==> config.mk <==
export PLATFORM = sky130hd
export DESIGN_NAME = laser_point_sequencer
export DESIGN_NICKNAME = d
export VERILOG_FILES = /design/src/rtl/laser_point_sequencer.sv
export SDC_FILE = /design/constraint.sdc
export NUM_CORES = 1
export LEC_CHECK = 0
export CAP_MARGIN = 20
export CORE_MARGIN = 4
export CORE_UTILIZATION = 30
export CTS_CLUSTER_SIZE = 24
export DETAILED_ROUTE_END_ITERATION = 8
export PLACE_DENSITY = 0.62
export SKIP_CTS_REPAIR_TIMING = 1
export SYNTH_ARGS = -nofsm -noshare
export SYNTH_HDL_FRONTEND = slang
export SYNTH_SLANG_ARGS = --single-unit
==> constraint.sdc <==
create_clock -name clk -period 2.7 [get_ports clk]
set_input_delay 0.405 -clock clk [delete_from_list [all_inputs] [get_ports clk]]
set_output_delay 0.405 -clock clk [all_outputs]
set_load 0.03 [all_outputs]
==> src/rtl/laser_point_sequencer.sv <==
// laser_point_sequencer: walks a point buffer frame by frame, hands each
// point to a DAC driver, waits for the transfer, then dwells on it.
// Optional feature macro: BLANK_ON_JUMP_EN. When defined, a point that is
// far from the previous one is first sent dark, held for a dwell period so
// the galvos can settle, then re-sent with its real colour.
module laser_point_sequencer #(
    parameter int ADDR_W       = 10,
    parameter int DWELL_CYCLES = 100,
    parameter int JUMP_THRESH  = 512
) (
    input  logic              clk,
    input  logic              reset,
    input  logic              enable,
    input  logic [ADDR_W-1:0] num_points,
    output logic [ADDR_W-1:0] pt_addr,
    input  logic [26:0]       pt_data,
    output logic [11:0]       dac_x,
    output logic [11:0]       dac_y,
    output logic [2:0]        dac_rgb,
    output logic              dac_start,
    input  logic              dac_done,
    output logic              busy,
    output logic              frame_done
);

    // Counter only has to reach DWELL_CYCLES-1; keep at least one bit so a
    // zero or one cycle dwell still has a legal counter.
    localparam int CNT_W = (DWELL_CYCLES < 2) ? 1 : $clog2(DWELL_CYCLES);
    localparam logic [CNT_W-1:0] DWELL_LAST =
        CNT_W'((DWELL_CYCLES == 0) ? 0 : DWELL_CYCLES - 1);

    typedef enum logic [2:0] {
        IDLE,
        FETCH,
        LOAD,
        SEND,
        WAIT_DONE,
        DWELL
`ifdef BLANK_ON_JUMP_EN
        ,
        BLANK_WAIT
`endif
    } state_t;

    state_t            state_q;
    logic [ADDR_W-1:0] ptAddr_q;
    logic [ADDR_W-1:0] numPts_q;
    logic [11:0]       dacX_q;
    logic [11:0]       dacY_q;
    logic [2:0]        dacRgb_q;
    logic              dacStart_q;
    logic              frameDone_q;
    logic [CNT_W-1:0]  dwellCnt_q;

    logic [11:0] pointX;
    logic [11:0] pointY;
    logic [2:0]  pointRgb;
    logic        lastPoint;
    logic        dwellDone;

    assign pointX   = pt_data[26:15];
    assign pointY   = pt_data[14:3];
    assign pointRgb = pt_data[2:0];

    assign lastPoint = (ptAddr_q == (numPts_q - ADDR_W'(1)));
    assign dwellDone = (dwellCnt_q == DWELL_LAST);

    assign pt_addr    = ptAddr_q;
    assign dac_x      = dacX_q;
    assign dac_y      = dacY_q;
    assign dac_rgb    = dacRgb_q;
    assign dac_start  = dacStart_q;
    assign frame_done = frameDone_q;
    assign busy       = (state_q != IDLE);

`ifdef BLANK_ON_JUMP_EN
    logic [11:0] prevX_q;
    logic [11:0] prevY_q;
    logic [2:0]  trueRgb_q;
    logic        blankPend_q;
    logic [11:0] absDx;
    logic [11:0] absDy;
    logic        isJump;

    // Unsigned per-axis distance from the last point actually output.
    always_comb begin
        absDx  = (pointX >= prevX_q) ? (pointX - prevX_q) : (prevX_q - pointX);
        absDy  = (pointY >= prevY_q) ? (pointY - prevY_q) : (prevY_q - pointY);
        isJump = (int'(absDx) > JUMP_THRESH) || (int'(absDy) > JUMP_THRESH);
    end
`endif

    // Sequencer FSM; every output is a register so the DAC sees clean edges.
    always_ff @(posedge clk) begin
        if (reset) begin
            state_q     <= IDLE;
            ptAddr_q    <= '0;
            numPts_q    <= '0;
            dacX_q      <= '0;
            dacY_q      <= '0;
            dacRgb_q    <= '0;
            dacStart_q  <= 1'b0;
            frameDone_q <= 1'b0;
            dwellCnt_q  <= '0;
`ifdef BLANK_ON_JUMP_EN
            prevX_q     <= '0;
            prevY_q     <= '0;
            trueRgb_q   <= '0;
            blankPend_q <= 1'b0;
`endif
        end else begin
            dacStart_q  <= 1'b0;
            frameDone_q <= 1'b0;
            case (state_q)
                IDLE: begin
                    if (enable && (num_points != '0)) begin
                        numPts_q <= num_points;
                        ptAddr_q <= '0;
                        state_q  <= FETCH;
                    end
                end
                FETCH: begin
                    state_q <= LOAD;
                end
                LOAD: begin
                    dacX_q     <= pointX;
                    dacY_q     <= pointY;
`ifdef BLANK_ON_JUMP_EN
                    prevX_q    <= pointX;
                    prevY_q    <= pointY;
                    trueRgb_q  <= pointRgb;
                    if (isJump) begin
                        dacRgb_q    <= 3'd0;
                        blankPend_q <= 1'b1;
                    end else begin
                        dacRgb_q    <= pointRgb;
                        blankPend_q <= 1'b0;
                    end
`else
                    dacRgb_q   <= pointRgb;
`endif
                    dacStart_q <= 1'b1;
                    state_q    <= SEND;
                end
                SEND: begin
                    state_q <= WAIT_DONE;
                end
                WAIT_DONE: begin
                    if (dac_done) begin
                        dwellCnt_q <= '0;
`ifdef BLANK_ON_JUMP_EN
                        if (blankPend_q) begin
                            blankPend_q <= 1'b0;
                            state_q     <= BLANK_WAIT;
                        end else begin
                            state_q <= DWELL;
                        end
`else
                        state_q <= DWELL;
`endif
                    end
                end
                DWELL: begin
                    if (dwellDone) begin
                        dwellCnt_q <= '0;
                        if (lastPoint) begin
                            frameDone_q <= 1'b1;
                            ptAddr_q    <= '0;
                            if (enable && (num_points != '0)) begin
                                numPts_q <= num_points;
                                state_q  <= FETCH;
                            end else begin
                                state_q <= IDLE;
                            end
                        end else begin
                            ptAddr_q <= ptAddr_q + ADDR_W'(1);
                            state_q  <= FETCH;
                        end
                    end else begin
                        dwellCnt_q <= dwellCnt_q + CNT_W'(1);
                    end
                end
`ifdef BLANK_ON_JUMP_EN
                BLANK_WAIT: begin
                    if (dwellDone) begin
                        dwellCnt_q <= '0;
                        dacRgb_q   <= trueRgb_q;
                        dacStart_q <= 1'b1;
                        state_q    <= SEND;
                    end else begin
                        dwellCnt_q <= dwellCnt_q + CNT_W'(1);
                    end
                end
`endif
                default: begin
                    state_q <= IDLE;
                end
            endcase
        end
    end

endmodule

==> summary.txt, run 1 <==
Run status
  • Status: completed

Pwr
  • Power Density: around 590 nW/µm²
  • VDD IR-drop max: roughly 0.00026 V
  • Leak pwr: 1.39 nW

Cells and area
  • Area Overhead vs Synth: 38.5%
  • N_diodes: 0
  • Nets: between 400 and 500
  • Layout cells sized above 1: 7.41%
  • Final cell count without fillers: 543

Timing
  • Final slew viol count: 0
  • Worst setup margin: 0.271 ns
  • Final Setup Violations: 0
  • Unrepaired setup endpoints after global routing: no
  • Worst slew pin tran: 0.680 ns
  • Post-Route Skew: 0.00894 ns
  • Hold Vio Cnt, Final: 0
  • Fmax: 412 MHz
  • Final Cycle Share: roughly 90%
  • Slew HR: 54.7%
  • Post-layout min period: about 2.4 ns
  • Setup_tns: 0 ns

Worst setup path
  • Critical setup path kind: flop to flop
  • Worst EP required: 2.95 ns
  • Crit-path max FO: 8
  • Worst setup SP type: flop
  • CP max stage delay: 0.50 ns
  • Critical Path End Type: flop
  • Worst-path cell chain: nor3_1 > a21oi_1 > or3b_2 > nand2_1 > or2_1 > nand3_2 > o311ai_2
  • Critical Path Slowest Stage Cell: or3b_2
  • Critical path arrival: 2.68 ns

GRT
  • GRT overflow: 0
  • GR Util All Layers: 14.0%
  • Vias in the first global route: 2,622
  • Initial antenna violation count: 0
  • First-pass GRT wire length: around 13,000 µm
  • Pin count of the biggest net entering global routing: 52

Clock network
  • TritonCTS Buffers: 9
  • CTS tree: done
  • Clk_lat worst skew: 0.35 ns
  • Clock Path Buffers: 2
  • Clk sinks: between 50 and 60
  • Reg clk slew, reported paths: 0.08 ns
  • CTS root buf: clkbuf_8
  • CTS H-Tree Depth: 3

Drt
  • DR iter-0 viols: 97
  • Routed WL per cell: between 10 and 15 µm
  • Vias per cell: 4.97
  • Drt pass-1 iters: 6
  • Detailed-route DRC error count: 0
  • Final WL: 7530 µm
  • Vias: 2,698
  • ANT nets after route: 0

Place
  • Placed Cells: ~530
  • DP HPWL: 5440 µm
  • DP Worst Slack: 0.291 ns
  • Port Buf Inserts: 80
  • Placer congestion estimate: 0.797

Floorplan
  • Io pins: 81
  • Area of the core: 9200 µm²
  • Die height: 105 µm
  • Initial Util: between 30% and 40%
  • Die X: 105 µm
  • Site row count: 35
  • Die area: 11,000 µm²

Job
  • Max-cap violations: 0

Worst hold path
  • Worst hold path type: flop to flop

Synth
  • Post-synth top area share: 42.1%
  • Top FF cell, synth: dfxtp_1
  • Synth Cell Area: 2810 µm²
  • Yosys Warn Count: 0
  • Number of synthesized flops with an enable pin: 0
  • Synth top area cells: dfxtp_1 (42%), nand2_1 (9.0%), a21oi_1 (6.2%)
  • Mapped Nets: 393
  • Mean post-synth cell area: 8.04 µm²
  • Unique masters post-synth: 48
  • Post-synthesis register bit count: just under 60
  • Syn Inst Count: 349
  • Seq/Total Area, Yosys: 42.1%
  • Top-count cell post-synth: nand2_1
  • Synth top cells by count: nand2_1 (67), dfxtp_1 (59), nor2_1 (39)
  • Synth area leader: dfxtp_1
  • Post-synth ARST share: 0%
==> per-stage QoR <==
stage	hold WS (ns)	total power, mW	util [%]	area, µm²
6_report	0.457	2.30	42.3	3890
3_5_place_dp	0.449	1.51	40.1	3690
5_1_grt	0.479	2.43	42.3	3890
3_3_place_gp	0.442	1.50	40.1	3690
4_1_cts	0.459	2.34	42.3	3890
2_1_floorplan	0.459	1.31	-	2810
==> area by class of cell <==
class	instances	area, µm²
Fill cell	899	5310
Clock buffer	9	124
Clock inverter	7	77.6
Sequential cell	59	1180
Inverter	7	26.3
Timing Repair Buffer	85	833
Multi-Input combinational cell	265	1510
Tap cell	111	139
==> metal layers <==
metal	vias to the layer above	share of wire, %	GRT usage (%)
met1	1253	42	16.6
met5	-	0	0
met3	8	6.2	5.00
met2	73	50	23.8
li1	1364	-	-
met4	0	1.2	4.40
==> where the power goes <==
group	leakage, nW	internal (mW)	switching (mW)
logic	0.807	0.234	0.278
registers	0.479	0.924	0.0508
clock network	0.0998	0.431	0.382
total	1.39	1.59	0.711
==> worst max-delay path, delay by kind of cell (launching register included) <==
kind	cells	cell delay, ns
AO/OA/AOI/OAI	2	0.39
AND/OR/NAND/NOR	5	1.55
flip-flops	1	0.40
==> placed cells by master, fill, tap and decap left out, drive strengths merged, types with 2 or more instances in the layout <==
master / n
a311oi: 3
buf: 6
and2: 3
a22oi: 3
nor3b: 3
and4: 2
nor4: 5
clkdlybuf4s50: 79
ha: 3
nand4b: 2
xnor2: 6
clkbuf: 9
dfxtp: 59
a21oi: 35
clkinv: 4
a22o: 5
a31oi: 2
nand4: 5
a211o: 2
nor2: 40
o21ai: 14
nand2b: 4
mux2i: 11
xor2: 5
nand2: 67
inv: 8
nor3: 10
nand3: 7
nor2b: 7
and3: 8
nand3b: 3
==> cell families (layout without fill, tap and decap cells) <==
family / count (synthesis) / count (layout) / share of synthesized area (%)
simple gates: 170 / 170 / 29.6
compound gates: 70 / 70 / 15.5
xor+xnor: 11 / 11 / 3.43
fa+ha+maj: 3 / 3 / 1.34
flops: 59 / 59 / 42.1
buf+inv: 25 / 108 / 4.19
mux: 11 / 11 / 3.92
==> final timing paths <==
kind / from / to / slack, ns / depth (start not counted)
setup / recovery: numPts_q[2] / pt_addr[9] / 0.27 / 7
hold reg to reg: dac_y[6] / dac_y[6] / 0.46 / 2
setup reg to reg: numPts_q[2] / pt_addr[9] / 0.27 / 7
hold / removal: dac_y[6] / dac_y[6] / 0.46 / 2
==> sequential cells by signal, indices dropped and copies added (netlist names) <==
register    count
dac_y          12
numPts_q       10
dac_rgb         3
state_q         3
frame_done      1
dwellCnt_q      7
dac_x          12
dac_start       1
pt_addr        10
(Power assumes the default switching activity.)
==> run 2: changes to the inputs <==
--- a/config.mk
+++ b/config.mk
@@ -10,7 +10,9 @@
 export CORE_UTILIZATION = 30
 export CTS_CLUSTER_SIZE = 24
 export DETAILED_ROUTE_END_ITERATION = 8
+export HOLD_SLACK_MARGIN = 0.1
 export PLACE_DENSITY = 0.62
+export RECOVER_POWER = 100
 export SKIP_CTS_REPAIR_TIMING = 1
 export SYNTH_ARGS = -nofsm -noshare
 export SYNTH_HDL_FRONTEND = slang
==> run 2 against run 1 <==
Compared with the run above: final cell count unchanged; clock-buffer cell count unchanged; clock skew up 0.0014 ns; largest power group unchanged.
==> summary.txt, run 2 (same netlist as run 1, synthesis figures left out) <==
Drt
  • DR iter-0 viols: approximately 90
  • Routed WL per cell: 13.9 µm
  • Vias per cell: just under 5
  • Final WL: around 7500 µm
  • ANT nets after route: 0
  • Drt pass-1 iters: 4
  • Vias: 2,691
  • Detailed-route DRC error count: 0

Cells and area
  • N_diodes: 0
  • Nets: 471
  • Commonest non-fill, non-tap cell in the layout: nand2_1
  • Layout cells sized above 1: 6.02%
  • Most frequent cells in the layout: nand2_1 (67), dfxtp_1 (59), nor2_1 (40), dlygate4sd3_1 (40), clkdlybuf4s50_1 (39)
  • Area Overhead vs Synth: 37.6%
  • Final cell count without fillers: 543

GRT
  • Gr busiest metal: met2
  • GR Util met3: 5.00%
  • Vias in the first global route: 2,622
  • Global-route met2 utilization: 23.8%
  • GR Util All Layers: 14.0%
  • Met1 Use GR: 16.6%
  • GRT overflow: 0
  • Pin count of the biggest net entering global routing: 52
  • Initial antenna violation count: 0
  • First-pass GRT wire length: 12,600 µm

Timing
  • Hold Vio Cnt, Final: 0
  • Hold WS: 0.454 ns
  • Post-layout min period: about 2.5 ns
  • Fmax: around 400 MHz
  • Final Cycle Share: 92.6%
  • Unrepaired setup endpoints after global routing: no
  • Setup_tns: 0 ns
  • Final slew viol count: 0
  • Slew HR: 27.7%
  • Post-Route Skew: 0.0103 ns
  • Worst slew pin tran: approximately 1.1 ns
  • Final Setup Violations: 0

Pwr
  • VDD IR-drop max: approximately 0.00026 V
  • Power Density: 590 nW/µm²
  • PnR Total Power: 2.28 mW
  • Leak pwr: 1.51 nW

Worst setup path
  • CP startpoint: numPts_q[2]
  • Critical Path End Type: flop
  • Worst setup SP type: flop
  • RR Startpoint: numPts_q[2]
  • Worst-path cell chain: or3_4 > o221a_2 > a311oi_1 > a211o_2 > or2_1 > nand3_1 > o311ai_0
  • Critical Path Slowest Stage Cell: or3_4
  • CP delay by family, top: compound AO/OA/AOI/OAI gates
  • Worst EP required: a little under 3 ns
  • Critical setup path kind: flop to flop
  • Crit path to: pt_addr[9]
  • R2r worst-path depth: 7
  • R2R Setup Slk: 0.20 ns
  • Critical path depth: 7
  • Worst R2R End: pt_addr[9]
  • CP max stage delay: approximately 0.43 ns
  • Crit-path max FO: 8
  • Critical path arrival: ~2.7 ns
  • Bufs and invs on worst path: 0

Floorplan
  • Initial Util: 30.5%
  • Site row count: 35
  • Die X: 105 µm
  • Io pins: 81
  • Area of the core: 9200 µm²
  • Die height: 105 µm
  • Die area: 11,000 µm²

Run status
  • Status: completed

Place
  • Placer congestion estimate: 0.797
  • DP HPWL: approximately 5400 µm
  • Placed Cells: 527
  • Port Buf Inserts: 80

Worst hold path
  • Worst hold path type: flop to flop

Clock network
  • Clock Path Buffers: 2
  • CTS H-Tree Depth: 3
  • CTS tree: done
  • Clk_lat worst skew: around 0.34 ns
  • CTS root buf: clkbuf_8
  • TritonCTS Buffers: 9
  • Clk sinks: 59
  • Reg clk slew, reported paths: 0.08 ns

Job
  • Max-cap violations: 0
-- run 2: cell count changes in the layout (fill, tap and decap cells not counted), moves of 2 or more --
cell,delta
clkdlybuf4s50_1,-40
buf_4,-2
dlygate4sd3_1,+40
clkbuf_1,+2
-- run 2: worst min path at each step --
| stage | endpoint | startpoint | cells after the start | slack [ns] |
|---|---|---|---|---|
| floorplan | state_q[1] | state_q[2] | 1 | 0.46 |
| global placement | dac_x[0] | dac_x[0] | 2 | 0.44 |
| detailed placement | dac_x[9] | dac_x[9] | 2 | 0.45 |
| CTS | dac_x[9] | dac_x[9] | 2 | 0.46 |
| global route | dac_x[2] | dac_x[2] | 2 | 0.48 |
| finish | dac_y[5] | dac_y[5] | 2 | 0.45 |
-- run 2: routing by layer --
metal  routed length (µm)  vias up  share of wire, %
li1                     -     1364                 -
met1                 3260     1257                43
met2                 3770       62                50
met3                  426        8               5.7
met4                   72        0              0.96
met5                    0        -                 0
-- run 2: layout make-up --
| class | count | area (µm²) |
|---|---|---|
| Fill cell | 904 | 5330 |
| Multi-Input combinational cell | 265 | 1490 |
| Sequential cell | 59 | 1180 |
| Timing Repair Buffer | 85 | 826 |
| Tap cell | 111 | 139 |
| Clock buffer | 9 | 124 |
| Clock inverter | 7 | 77.6 |
| Inverter | 7 | 26.3 |
-- run 2: through the flow --
step | setup WS (ns) | instance area (µm²) | util, %
2_1_floorplan | 0.293 | 2810 | -
3_3_place_gp | 0.327 | 3690 | 40.1
3_5_place_dp | 0.291 | 3690 | 40.1
4_1_cts | 0.265 | 3890 | 42.3
5_1_grt | 0.0660 | 3860 | 42.0
6_report | 0.200 | 3860 | 42.0
-- run 2: where the power goes --
group | internal [mW] | switching [mW] | leakage (nW)
clock | 0.432 | 0.380 | 0.0998
sequential | 0.924 | 0.0497 | 0.479
combinational | 0.218 | 0.276 | 0.928
total | 1.57 | 0.706 | 1.51
-- run 2: tightest hold or removal path, cell delays in order, from the launching register on --
cell and delay [ns]:
dfxtp_1 0.31, nand2_1 0.05, a21oi_1 0.05
